File: config.mk
export PLATFORM = sky130hd
export DESIGN_NAME = clk_monitor
export DESIGN_NICKNAME = d
export VERILOG_FILES = /design/src/rtl/clk_monitor.sv
export SDC_FILE = /design/constraint.sdc
export NUM_CORES = 1
export LEC_CHECK = 0
export CAP_MARGIN = 20
export CORE_MARGIN = 2
export CORE_UTILIZATION = 55
export CTS_CLUSTER_SIZE = 24
export DETAILED_ROUTE_END_ITERATION = 7
export GPL_TIMING_DRIVEN = 0
export PLACE_DENSITY = 0.86
export REMOVE_ABC_BUFFERS = 1
export SETUP_SLACK_MARGIN = 0.2
export SYNTH_ARGS = -nofsm -noshare
export SYNTH_HDL_FRONTEND = slang
export SYNTH_SLANG_ARGS = --single-unit
export TNS_END_PERCENT = 30
File: constraint.sdc
create_clock -name FSBCLK -period 2.5 [get_ports FSBCLK]
set_input_delay 0.375 -clock FSBCLK [delete_from_list [all_inputs] [get_ports FSBCLK]]
set_output_delay 0.375 -clock FSBCLK [all_outputs]
set_load 0.03 [all_outputs]
File: src/rtl/clk_monitor.sv
// REFCLK qualifier: measures the reference period in FSBCLK cycles and drives CLKOK/ERR.
// Build option: define CLKMON_HYST_EN to tolerate one isolated out-of-range period while locked.
module clk_monitor #(
    parameter int CNT_W    = 8,
    parameter int PER_MIN  = 2,
    parameter int PER_MAX  = 8,
    parameter int GOOD_CNT = 16
) (
    input  logic             FSBCLK,
    input  logic             RST,
    input  logic             REFCLK,
    input  logic             LOCKED,
    input  logic             ERR_CLR,
    output logic             CLKOK,
    output logic             ERR,
    output logic [CNT_W-1:0] LAST_PER
);

    localparam logic [CNT_W-1:0] PCNT_SAT = {CNT_W{1'b1}};
    localparam logic [CNT_W-1:0] P_MIN    = CNT_W'(PER_MIN);
    localparam logic [CNT_W-1:0] P_MAX    = CNT_W'(PER_MAX);
    localparam logic [7:0]       G_TGT    = 8'(GOOD_CNT);

    typedef enum logic [1:0] {
        ST_HUNT    = 2'd0,
        ST_MEASURE = 2'd1,
        ST_LOCKED  = 2'd2
    } state_t;

    logic [2:0]       r_sync;      // [0]=s1, [1]=s2, [2]=s3 history
    logic [CNT_W-1:0] r_pcnt;
    logic [CNT_W-1:0] r_last_per;
    logic [7:0]       r_gcnt;
    logic             r_clkok;
    logic             r_err;
    logic             r_miss;
    state_t           r_state;

    logic             w_edge;
    logic             w_in_range;
    logic             w_timeout;
    logic [7:0]       w_gcnt_inc;
    state_t           w_state_next;
    logic [7:0]       w_gcnt_next;
    logic             w_err_set;
    logic             w_miss_next;
    logic             w_clkok_next;

    always_ff @(posedge FSBCLK or posedge RST) begin
        if (RST) begin
            r_sync <= 3'b000;
        end else begin
            r_sync <= {r_sync[1:0], REFCLK};
        end
    end

    assign w_edge     = r_sync[1] & ~r_sync[2];
    assign w_in_range = (r_pcnt >= P_MIN) && (r_pcnt <= P_MAX);
    assign w_timeout  = ~w_edge && (r_pcnt > P_MAX);
    assign w_gcnt_inc = r_gcnt + 8'd1;

    // Saturating so a dead REFCLK can never wrap back into the legal window.
    always_ff @(posedge FSBCLK or posedge RST) begin
        if (RST) begin
            r_pcnt <= '0;
        end else if (w_edge) begin
            r_pcnt <= CNT_W'(1);
        end else if (r_pcnt != PCNT_SAT) begin
            r_pcnt <= r_pcnt + CNT_W'(1);
        end
    end

    always_ff @(posedge FSBCLK or posedge RST) begin
        if (RST) begin
            r_last_per <= '0;
        end else if (w_edge && (r_state != ST_HUNT)) begin
            r_last_per <= r_pcnt;
        end
    end

    always_ff @(posedge FSBCLK or posedge RST) begin
        if (RST) begin
            r_state <= ST_HUNT;
            r_gcnt  <= 8'd0;
            r_miss  <= 1'b0;
            r_clkok <= 1'b0;
            r_err   <= 1'b0;
        end else begin
            r_state <= w_state_next;
            r_gcnt  <= w_gcnt_next;
            r_miss  <= w_miss_next;
            r_clkok <= w_clkok_next;
            if (w_err_set) begin
                r_err <= 1'b1;
            end else if (ERR_CLR) begin
                r_err <= 1'b0;
            end
        end
    end

    always_comb begin
        w_state_next = r_state;
        w_gcnt_next  = r_gcnt;
        w_err_set    = 1'b0;
        w_miss_next  = r_miss;
        if (!LOCKED) begin
            w_state_next = ST_HUNT;
            w_gcnt_next  = 8'd0;
            w_miss_next  = 1'b0;
            w_err_set    = (r_state == ST_LOCKED);
        end else begin
            case (r_state)
                ST_HUNT: begin
                    w_gcnt_next = 8'd0;
                    w_miss_next = 1'b0;
                    if (w_edge) begin
                        w_state_next = ST_MEASURE;
                    end
                end
                ST_MEASURE: begin
                    if (w_timeout) begin
                        w_state_next = ST_HUNT;
                        w_gcnt_next  = 8'd0;
                    end else if (w_edge) begin
                        if (w_in_range) begin
                            w_gcnt_next = w_gcnt_inc;
                            if (w_gcnt_inc == G_TGT) begin
                                w_state_next = ST_LOCKED;
                            end
                        end else begin
                            w_gcnt_next = 8'd0;
                        end
                    end
                end
                ST_LOCKED: begin
                    if (w_timeout) begin
                        w_state_next = ST_HUNT;
                        w_gcnt_next  = 8'd0;
                        w_miss_next  = 1'b0;
                        w_err_set    = 1'b1;
                    end else if (w_edge) begin
                        if (w_in_range) begin
                            w_miss_next = 1'b0;
`ifdef CLKMON_HYST_EN
                        end else if (!r_miss) begin
                            w_miss_next = 1'b1;
`endif
                        end else begin
                            w_state_next = ST_MEASURE;
                            w_gcnt_next  = 8'd0;
                            w_miss_next  = 1'b0;
                            w_err_set    = 1'b1;
                        end
                    end
                end
                default: begin
                    w_state_next = ST_HUNT;
                    w_gcnt_next  = 8'd0;
                    w_miss_next  = 1'b0;
                end
            endcase
        end
    end

    // CLKOK follows the next state so it drops on the very edge that judges a fault.
    always_comb begin
        w_clkok_next = (w_state_next == ST_LOCKED);
    end

    assign CLKOK    = r_clkok;
    assign ERR      = r_err;
    assign LAST_PER = r_last_per;

endmodule

==> load_flow_metrics.sql, run 1 <==
INSERT INTO impl_metrics (metric_group, metric, value, unit) VALUES
('status', 'outcome', 'complete, no violations', ''),
('critical_path', 'worst-r2r-setup-slack', '0.33', 'ns'),
('synth', 'synth_cell_count_leaders', 'sky130_fd_sc_hd__dfrtp_1, sky130_fd_sc_hd__nand2_1, sky130_fd_sc_hd__nor2_1', ''),
('synth', 'post_synth.cell_area_avg', '10.7', 'sq um'),
('timing', 'setup_viol', '0', ''),
('critical_path', 'timing.critical_path.fanout_max', '8', ''),
('routing', 'detail_route.vias_per_cell', '6.07', ''),
('clock_tree', 'clock_tree.root_cell', 'sky130_fd_sc_hd__clkbuf_4', ''),
('finish', 'nets', '165', ''),
('clock_tree', 'ctsHoldBuffers', '0', ''),
('synth', 'number_of_synthesized_flops_with_an_enable_pin', '0', ''),
('timing', 'hold_violations', '0', ''),
('critical_path', 'worstSetupEndpointType', 'flop', ''),
('floorplanning', 'standard_cell_core_area', '2540', 'sq um'),
('critical_path', 'setup.worst_path.class', 'reg -> reg', ''),
('clock_tree', 'clkTransAtPathRegs', '0.09', 'ns'),
('placement', 'postPlaceCellArea', '1670', 'sq um'),
('timing', 'rsz_0062_raised_after_global_routing', 'no', ''),
('synth', 'yosysMostFrequentCell', 'sky130_fd_sc_hd__dfrtp_1', ''),
('global_route', 'grt_start_max_net_pins', '23', ''),
('job', 'number_of_violations_of_the_max_capacitance_limit', '0', ''),
('timing', 'final.period_utilization', '86.7', '%'),
('timing', 'finalSetupTns', '0', 'ns'),
('power', 'static-leakage-power', '0.751', 'nW'),
('routing', 'totalWireLength', '2.89', 'mm'),
('critical_path', 'worst-r2r-cell-count', '7', ''),
('synth', 'synth_area_leader_cell', 'sky130_fd_sc_hd__dfrtp_1', ''),
('synth', 'number_of_cells_produced_by_synthesis', '140', ''),
('floorplanning', 'die_outline_width', '56.3', 'um'),
('timing', 'final_critical_path_setup_slack', '0.333', 'ns'),
('global_route', 'total_overflow_reported_by_the_global_router', '0', ''),
('global_route', 'antenna_found_initial', '0', ''),
('clock_tree', 'cts_made_buffers', '5', ''),
('clock_tree', 'cts_tree', 'done', ''),
('floorplanning', 'floorplan.initialDensity', '59.1', '%'),
('floorplanning', 'die_y', '56.3', 'um'),
('synth', 'post_synth_instance_area', '1500', 'sq um'),
('critical_path', 'start_kind', 'flop', ''),
('clock_tree', 'cts.repair.resized', '0', ''),
('routing', 'dr_total_vias', '1135', ''),
('global_route', 'grt_util_all_layers', '21.0', '%'),
('placement', 'dpl_worst_slack', '0.370', 'ns'),
('floorplanning', 'std_cell_rows', '18', ''),
('synth', 'netlist-cell-type-count', '42', ''),
('clock_tree', 'post-cts-setup-buffers', '0', ''),
('min_path', 'timing.hold.worst.class', 'in -> async', ''),
('floorplanning', 'fp.dieArea', '3170', 'sq um'),
('synth', 'synthDominantCellAreaShare', '51.6', '%'),
('finish', 'syn_to_final_growth', '15.1', '%'),
('synth', 'postSynth.topFlopCell', 'sky130_fd_sc_hd__dfrtp_1', ''),
('timing', 'timing_max_transition_violations_final', '0', ''),
('placement', 'place.detailed.hpwl', '2.00', 'mm'),
('global_route', 'first_pass_grt_wire_length', '5.03', 'mm'),
('routing', 'first_pass_iters', '4', ''),
('finish', 'antenna_cells', '0', ''),
('placement', 'finalWeightedCongestion', '0.918', ''),
('routing', 'routedWlPerCell', '15.4', 'um'),
('placement', 'buffer_ports.inserted', '14', ''),
('floorplanning', 'num_io_pins', '15', ''),
('global_route', 'grt_pass1_vias', '1149', ''),
('timing', 'worst_slew_margin_rel', '55.4', '%'),
('critical_path', 'critPathRequiredTime', '2.72', 'ns'),
('power', 'power.density_cell_area', '746', 'nW/um^2'),
('routing', 'drt-initial-drc-count', '31', ''),
('critical_path', 'regToRegStartpoint', 'r_pcnt[0]$_DFFE_PP0P_', ''),
('synth', 'synth_top_cells_by_area', 'sky130_fd_sc_hd__dfrtp_1, sky130_fd_sc_hd__mux2_2, sky130_fd_sc_hd__ha_1', ''),
('routing', 'route.antenna.remaining_nets', '0', ''),
('routing', 'detail_route.drc_violations', '0', ''),
('timing', 'max_clock_freq', '0.461', 'GHz'),
('clock_tree', 'clock_sink_count', '31', ''),
('critical_path', 'worst-endpoint-arrival', '2.38', 'ns');
metal layers:
layer	global-route usage [%]	vias up	wire, um
met5	0	-	0
met4	12.6	0	56
met3	7.37	4	136
met2	34.5	25	1440
met1	23.5	563	1250
li1	-	543	-
state kept, by name (all words and copies together) (netlist names):
| signal | cells |
|---|---|
| ERR | 1 |
| LAST_PER | 8 |
| r_state | 2 |
| CLKOK | 1 |
| r_sync | 3 |
| r_pcnt | 8 |
| r_gcnt | 8 |
cell type report:
cell class | count | area, sq um
Clock buffer | 6 | 51.3
Sequential cell | 31 | 776
Timing Repair Buffer | 15 | 168
Multi-Input combinational cell | 99 | 674
Fill cell | 201 | 815
Inverter | 5 | 18.8
Tap cell | 30 | 37.5
Clock inverter | 1 | 5.00
worst max-delay path, stage by stage (launching register included):
cell and delay, ns:
sky130_fd_sc_hd__dfrtp_1 0.46, sky130_fd_sc_hd__inv_1 0.07, sky130_fd_sc_hd__ha_1 0.20, sky130_fd_sc_hd__or4_4 0.44, sky130_fd_sc_hd__and3_1 0.23, sky130_fd_sc_hd__and3_4 0.21
sky130_fd_sc_hd__nor2b_4 0.13, sky130_fd_sc_hd__a221o_1 0.30
placed cells by master (no fill, tap or decap), drive strengths merged, types with 4 or more instances in the layout:
| master | count |
|---|---|
| a21oi | 5 |
| and3 | 5 |
| clkbuf | 6 |
| clkdlybuf4s50 | 14 |
| dfrtp | 31 |
| inv | 5 |
| mux2 | 8 |
| nand2 | 10 |
| nand3 | 7 |
| nand4 | 6 |
| nor2 | 10 |
| nor2b | 4 |
| o21ai | 7 |
where the power goes:
| part | leakage, nW | internal, mW | switching [mW] |
|---|---|---|---|
| clock network | 0.0341 | 0.130 | 0.162 |
| registers | 0.413 | 0.566 | 0.0792 |
| logic | 0.304 | 0.161 | 0.193 |
worst max-delay path by stage:
stage / from / endpoint / slack (ns) / depth (start not counted)
final: r_pcnt[0]$_DFFE_PP0P_ / r_gcnt[6]$_DFFE_PP0P_ / 0.33 / 7
after global routing: r_pcnt[4]$_DFFE_PP0P_ / r_gcnt[6]$_DFFE_PP0P_ / 0.22 / 5
after CTS: r_pcnt[0]$_DFFE_PP0P_ / r_gcnt[6]$_DFFE_PP0P_ / 0.34 / 7
after detailed placement: r_pcnt[0]$_DFFE_PP0P_ / r_gcnt[6]$_DFFE_PP0P_ / 0.37 / 7
after global placement: r_pcnt[0]$_DFFE_PP0P_ / r_gcnt[6]$_DFFE_PP0P_ / 0.40 / 7
after floorplan: r_pcnt[0]$_DFFE_PP0P_ / r_gcnt[7]$_DFFE_PP0P_ / 0.49 / 7
per-stage QoR:
step / hold slack, ns / util, % / total power, mW / instances
after floorplan: 0.331 / - / 0.873 / 135
after detailed placement: 0.358 / 65.8 / 1.01 / 180
after CTS: 0.346 / 68.0 / 1.31 / 187
final: 0.356 / 68.0 / 1.29 / 187
after global placement: 0.334 / 64.7 / 0.985 / 179
after global routing: 0.386 / 68.0 / 1.37 / 187
cell families (layout without fill, tap and decap cells):
family	after synthesis	after routing	synth area share (%)
mux	8	8	5.99
flops	31	31	51.6
compound gates	30	30	14.1
simple gates	54	54	19.9
fa+ha+maj	3	3	2.50
buf+inv	10	27	3.58
xor+xnor	4	4	2.33
Note: power is estimated with default switching activity, not from simulation.
==> inputs of run 2 (changes only) <==
Settings changed: HOLD_SLACK_MARGIN set to 0.08, SKIP_CTS_REPAIR_TIMING set to 1.
==> results of run 2 <==
Final layout, timing and power as in run 1 (identical DEF).
==> inputs of run 3 (changes only) <==
Settings changed: CORE_UTILIZATION 55 to 50, CTS_BUF_LIST set to sky130_fd_sc_hd__clkbuf_8 sky130_fd_sc_hd__clkbuf_16, PLACE_DENSITY 0.86 to 0.8.
==> load_flow_metrics.sql, run 3 (synthesis results as in run 1) <==
INSERT INTO impl_metrics (metric_group, metric, value, unit) VALUES
('status', 'outcome', 'complete, no violations', ''),
('clock_tree', 'clock_tree.root_cell', 'sky130_fd_sc_hd__clkbuf_8', ''),
('timing', 'max_clock_freq', '0.465', 'GHz'),
('timing', 'final.min_clock_period', '2.15', 'ns'),
('critical_path', 'worst-r2r-setup-slack', '0.35', 'ns'),
('clock_tree', 'clkTransAtPathRegs', '0.07', 'ns'),
('power', 'vdd_drop_max', '580', 'uV'),
('power', 'clock_power_share', '34.1', '%'),
('clock_tree', 'cts_made_buffers', '5', ''),
('power', 'switching_share_of_power', '30.6', '%'),
('timing', 'rsz_0062_raised_after_global_routing', 'yes', ''),
('clock_tree', 'cts.path.max_buffers', '2', ''),
('timing', 'worst_slew_margin_rel', '54.6', '%'),
('routing', 'routedWlPerCell', '15.3', 'um'),
('floorplanning', 'num_io_pins', '15', ''),
('timing', 'final.period_utilization', '86.0', '%'),
('timing', 'setup_viol', '0', ''),
('clock_tree', 'htreeDepth', '2', ''),
('timing', 'hold_violations', '0', ''),
('power', 'net-switching-power', '463', 'uW'),
('power', 'power_report.internal_total', '1.05', 'mW'),
('clock_tree', 'clk-insertion-delay-late', '0.29', 'ns'),
('min_path', 'timing.hold.worst.class', 'reg -> reg', ''),
('power', 'power.combinational.fraction', '23.5', '%'),
('global_route', 'grt_pass1_vias', '1111', ''),
('routing', 'detail_route.drc_violations', '0', ''),
('global_route', 'total_overflow_reported_by_the_global_router', '0', ''),
('floorplanning', 'die_y', '58.8', 'um'),
('finish', 'number_of_standard_cells_in_the_final_layout_excluding_fillers', '189', ''),
('critical_path', 'start_kind', 'flop', ''),
('critical_path', 'regToRegStartpoint', 'r_pcnt[0]$_DFFE_PP0P_', ''),
('routing', 'route.antenna.remaining_nets', '0', ''),
('routing', 'totalWireLength', '2.89', 'mm'),
('finish', 'syn_to_final_growth', '19.7', '%'),
('power', 'power', '1.51', 'mW'),
('floorplanning', 'std_cell_rows', '19', ''),
('job', 'number_of_violations_of_the_max_capacitance_limit', '0', ''),
('floorplanning', 'standard_cell_core_area', '2810', 'sq um'),
('global_route', 'grt_util_all_layers', '18.7', '%'),
('min_path', 'whs_endpoint', 'r_sync[1]$_DFF_PP0_', ''),
('placement', 'postPlaceCellArea', '1680', 'sq um'),
('critical_path', 'worst_reg2reg_endpoint', 'r_gcnt[6]$_DFFE_PP0P_', ''),
('floorplanning', 'die_outline_width', '58.8', 'um'),
('timing', 'finClkSkew', '0.00858', 'ns'),
('clock_tree', 'clock_sink_count', '31', ''),
('global_route', 'grt_start_max_net_pins', '21', ''),
('critical_path', 'setup.worst_path.class', 'reg -> reg', ''),
('critical_path', 'worst-r2r-cell-count', '7', ''),
('finish', 'most_frequent_cells_in_the_layout', 'sky130_fd_sc_hd__dfrtp_1, sky130_fd_sc_hd__clkdlybuf4s50_1, sky130_fd_sc_hd__nand2_1, sky130_fd_sc_hd__nor2_1, sky130_fd_sc_hd__mux2_2', ''),
('min_path', 'hold_start', 'r_sync[0]$_DFF_PP0_', ''),
('min_path', 'number_of_cells_on_the_worst_hold_path', '0', ''),
('power', 'power.density_cell_area', '841', 'nW/um^2'),
('global_route', 'antenna_found_initial', '0', ''),
('timing', 'worst-slew-pin-transition', '0.664', 'ns'),
('routing', 'detail_route.vias_per_cell', '6.06', ''),
('power', 'static-leakage-power', '0.779', 'nW'),
('routing', 'first_pass_iters', '4', ''),
('routing', 'drt-initial-drc-count', '52', ''),
('timing', 'finalSetupTns', '0', 'ns'),
('floorplanning', 'floorplan.initialDensity', '53.6', '%'),
('global_route', 'first_pass_grt_wire_length', '4.77', 'mm'),
('power', 'seqPwrFrac', '42.4', '%'),
('critical_path', 'worstSetupEndpointType', 'flop', ''),
('finish', 'final_core_util', '64.2', '%'),
('clock_tree', 'cts_tree', 'done', ''),
('placement', 'finalWeightedCongestion', '0.798', ''),
('placement', 'buffer_ports.inserted', '14', ''),
('finish', 'layout.cells.most_common', 'sky130_fd_sc_hd__dfrtp_1', ''),
('placement', 'place.detailed.hpwl', '2.08', 'mm'),
('timing', 'timing_max_transition_violations_final', '0', ''),
('critical_path', 'worst-endpoint-arrival', '2.32', 'ns'),
('finish', 'stdcell_area', '1800', 'sq um'),
('floorplanning', 'fp.dieArea', '3460', 'sq um'),
('finish', 'post_route_cells_drive_above_1_share', '14.6', '%'),
('critical_path', 'critPathRequiredTime', '2.67', 'ns'),
('finish', 'nets', '165', ''),
('routing', 'dr_total_vias', '1145', ''),
('placement', 'place_inst', '181', ''),
('critical_path', 'timing.critical_path.fanout_max', '8', ''),
('finish', 'antenna_cells', '0', '');
[run 3: changes by cell type in the layout (fill, tap and decap cells not counted)]
cell	delta
sky130_fd_sc_hd__clkbuf_8	+5
sky130_fd_sc_hd__clkbuf_4	-5
sky130_fd_sc_hd__a21oi_2	-1
sky130_fd_sc_hd__bufinv_16	+1
sky130_fd_sc_hd__a21oi_4	+1
[run 3: power by group through the flow]
stage	Sequential, mW	Combinational [mW]	Clock, mW
floorplan	0.703	0.170	0
global placement	0.645	0.338	0
detailed placement	0.649	0.356	0
CTS	0.641	0.356	0.523
global route	0.654	0.389	0.544
finish	0.641	0.356	0.516
[run 3: cell type report]
type                    count  area, sq um
inverters                   5         18.8
repair buffers             15          168
clock buffers               6         82.6
multi-input cells          99          682
flip-flops and latches     31          776
clock inverters             2         35.0
fillers                   229         1000
well taps                  31         38.8
[run 3: worst max-delay path by stage]
stage	slack [ns]	cells after the start	end	from
global placement	0.40	7	r_gcnt[6]$_DFFE_PP0P_	r_pcnt[0]$_DFFE_PP0P_
finish	0.35	7	r_gcnt[6]$_DFFE_PP0P_	r_pcnt[0]$_DFFE_PP0P_
CTS	0.34	7	r_gcnt[6]$_DFFE_PP0P_	r_pcnt[0]$_DFFE_PP0P_
global route	0.18	5	r_gcnt[2]$_DFFE_PP0P_	r_pcnt[4]$_DFFE_PP0P_
detailed placement	0.35	7	r_gcnt[6]$_DFFE_PP0P_	r_pcnt[0]$_DFFE_PP0P_
floorplan	0.49	7	r_gcnt[7]$_DFFE_PP0P_	r_pcnt[0]$_DFFE_PP0P_
[run 3: critical path, stage by stage (launching register included)]
cell and delay, ns:
sky130_fd_sc_hd__dfrtp_1 0.44, sky130_fd_sc_hd__inv_1 0.07, sky130_fd_sc_hd__ha_1 0.19, sky130_fd_sc_hd__or4_4 0.44
sky130_fd_sc_hd__and3_1 0.24, sky130_fd_sc_hd__and3_4 0.22, sky130_fd_sc_hd__nor2b_4 0.14, sky130_fd_sc_hd__a221o_1 0.30
[run 3: routing by layer]
layer / track usage [%] / wire (um) / vias to the layer above / part of all wire, %
met5: 0 / 0 / - / 0
met4: 7.14 / 38 / 0 / 1.3
met3: 6.59 / 117 / 8 / 4.1
met2: 30.6 / 1480 / 32 / 51
met1: 22.6 / 1250 / 562 / 43
li1: - / - / 543 / -
[run 3: stage by stage]
stage	hold slack, ns	setup WS, ns
after floorplan	0.331	0.492
after global placement	0.336	0.401
after detailed placement	0.344	0.345
after CTS	0.359	0.340
after global routing	0.363	0.181
final	0.356	0.351
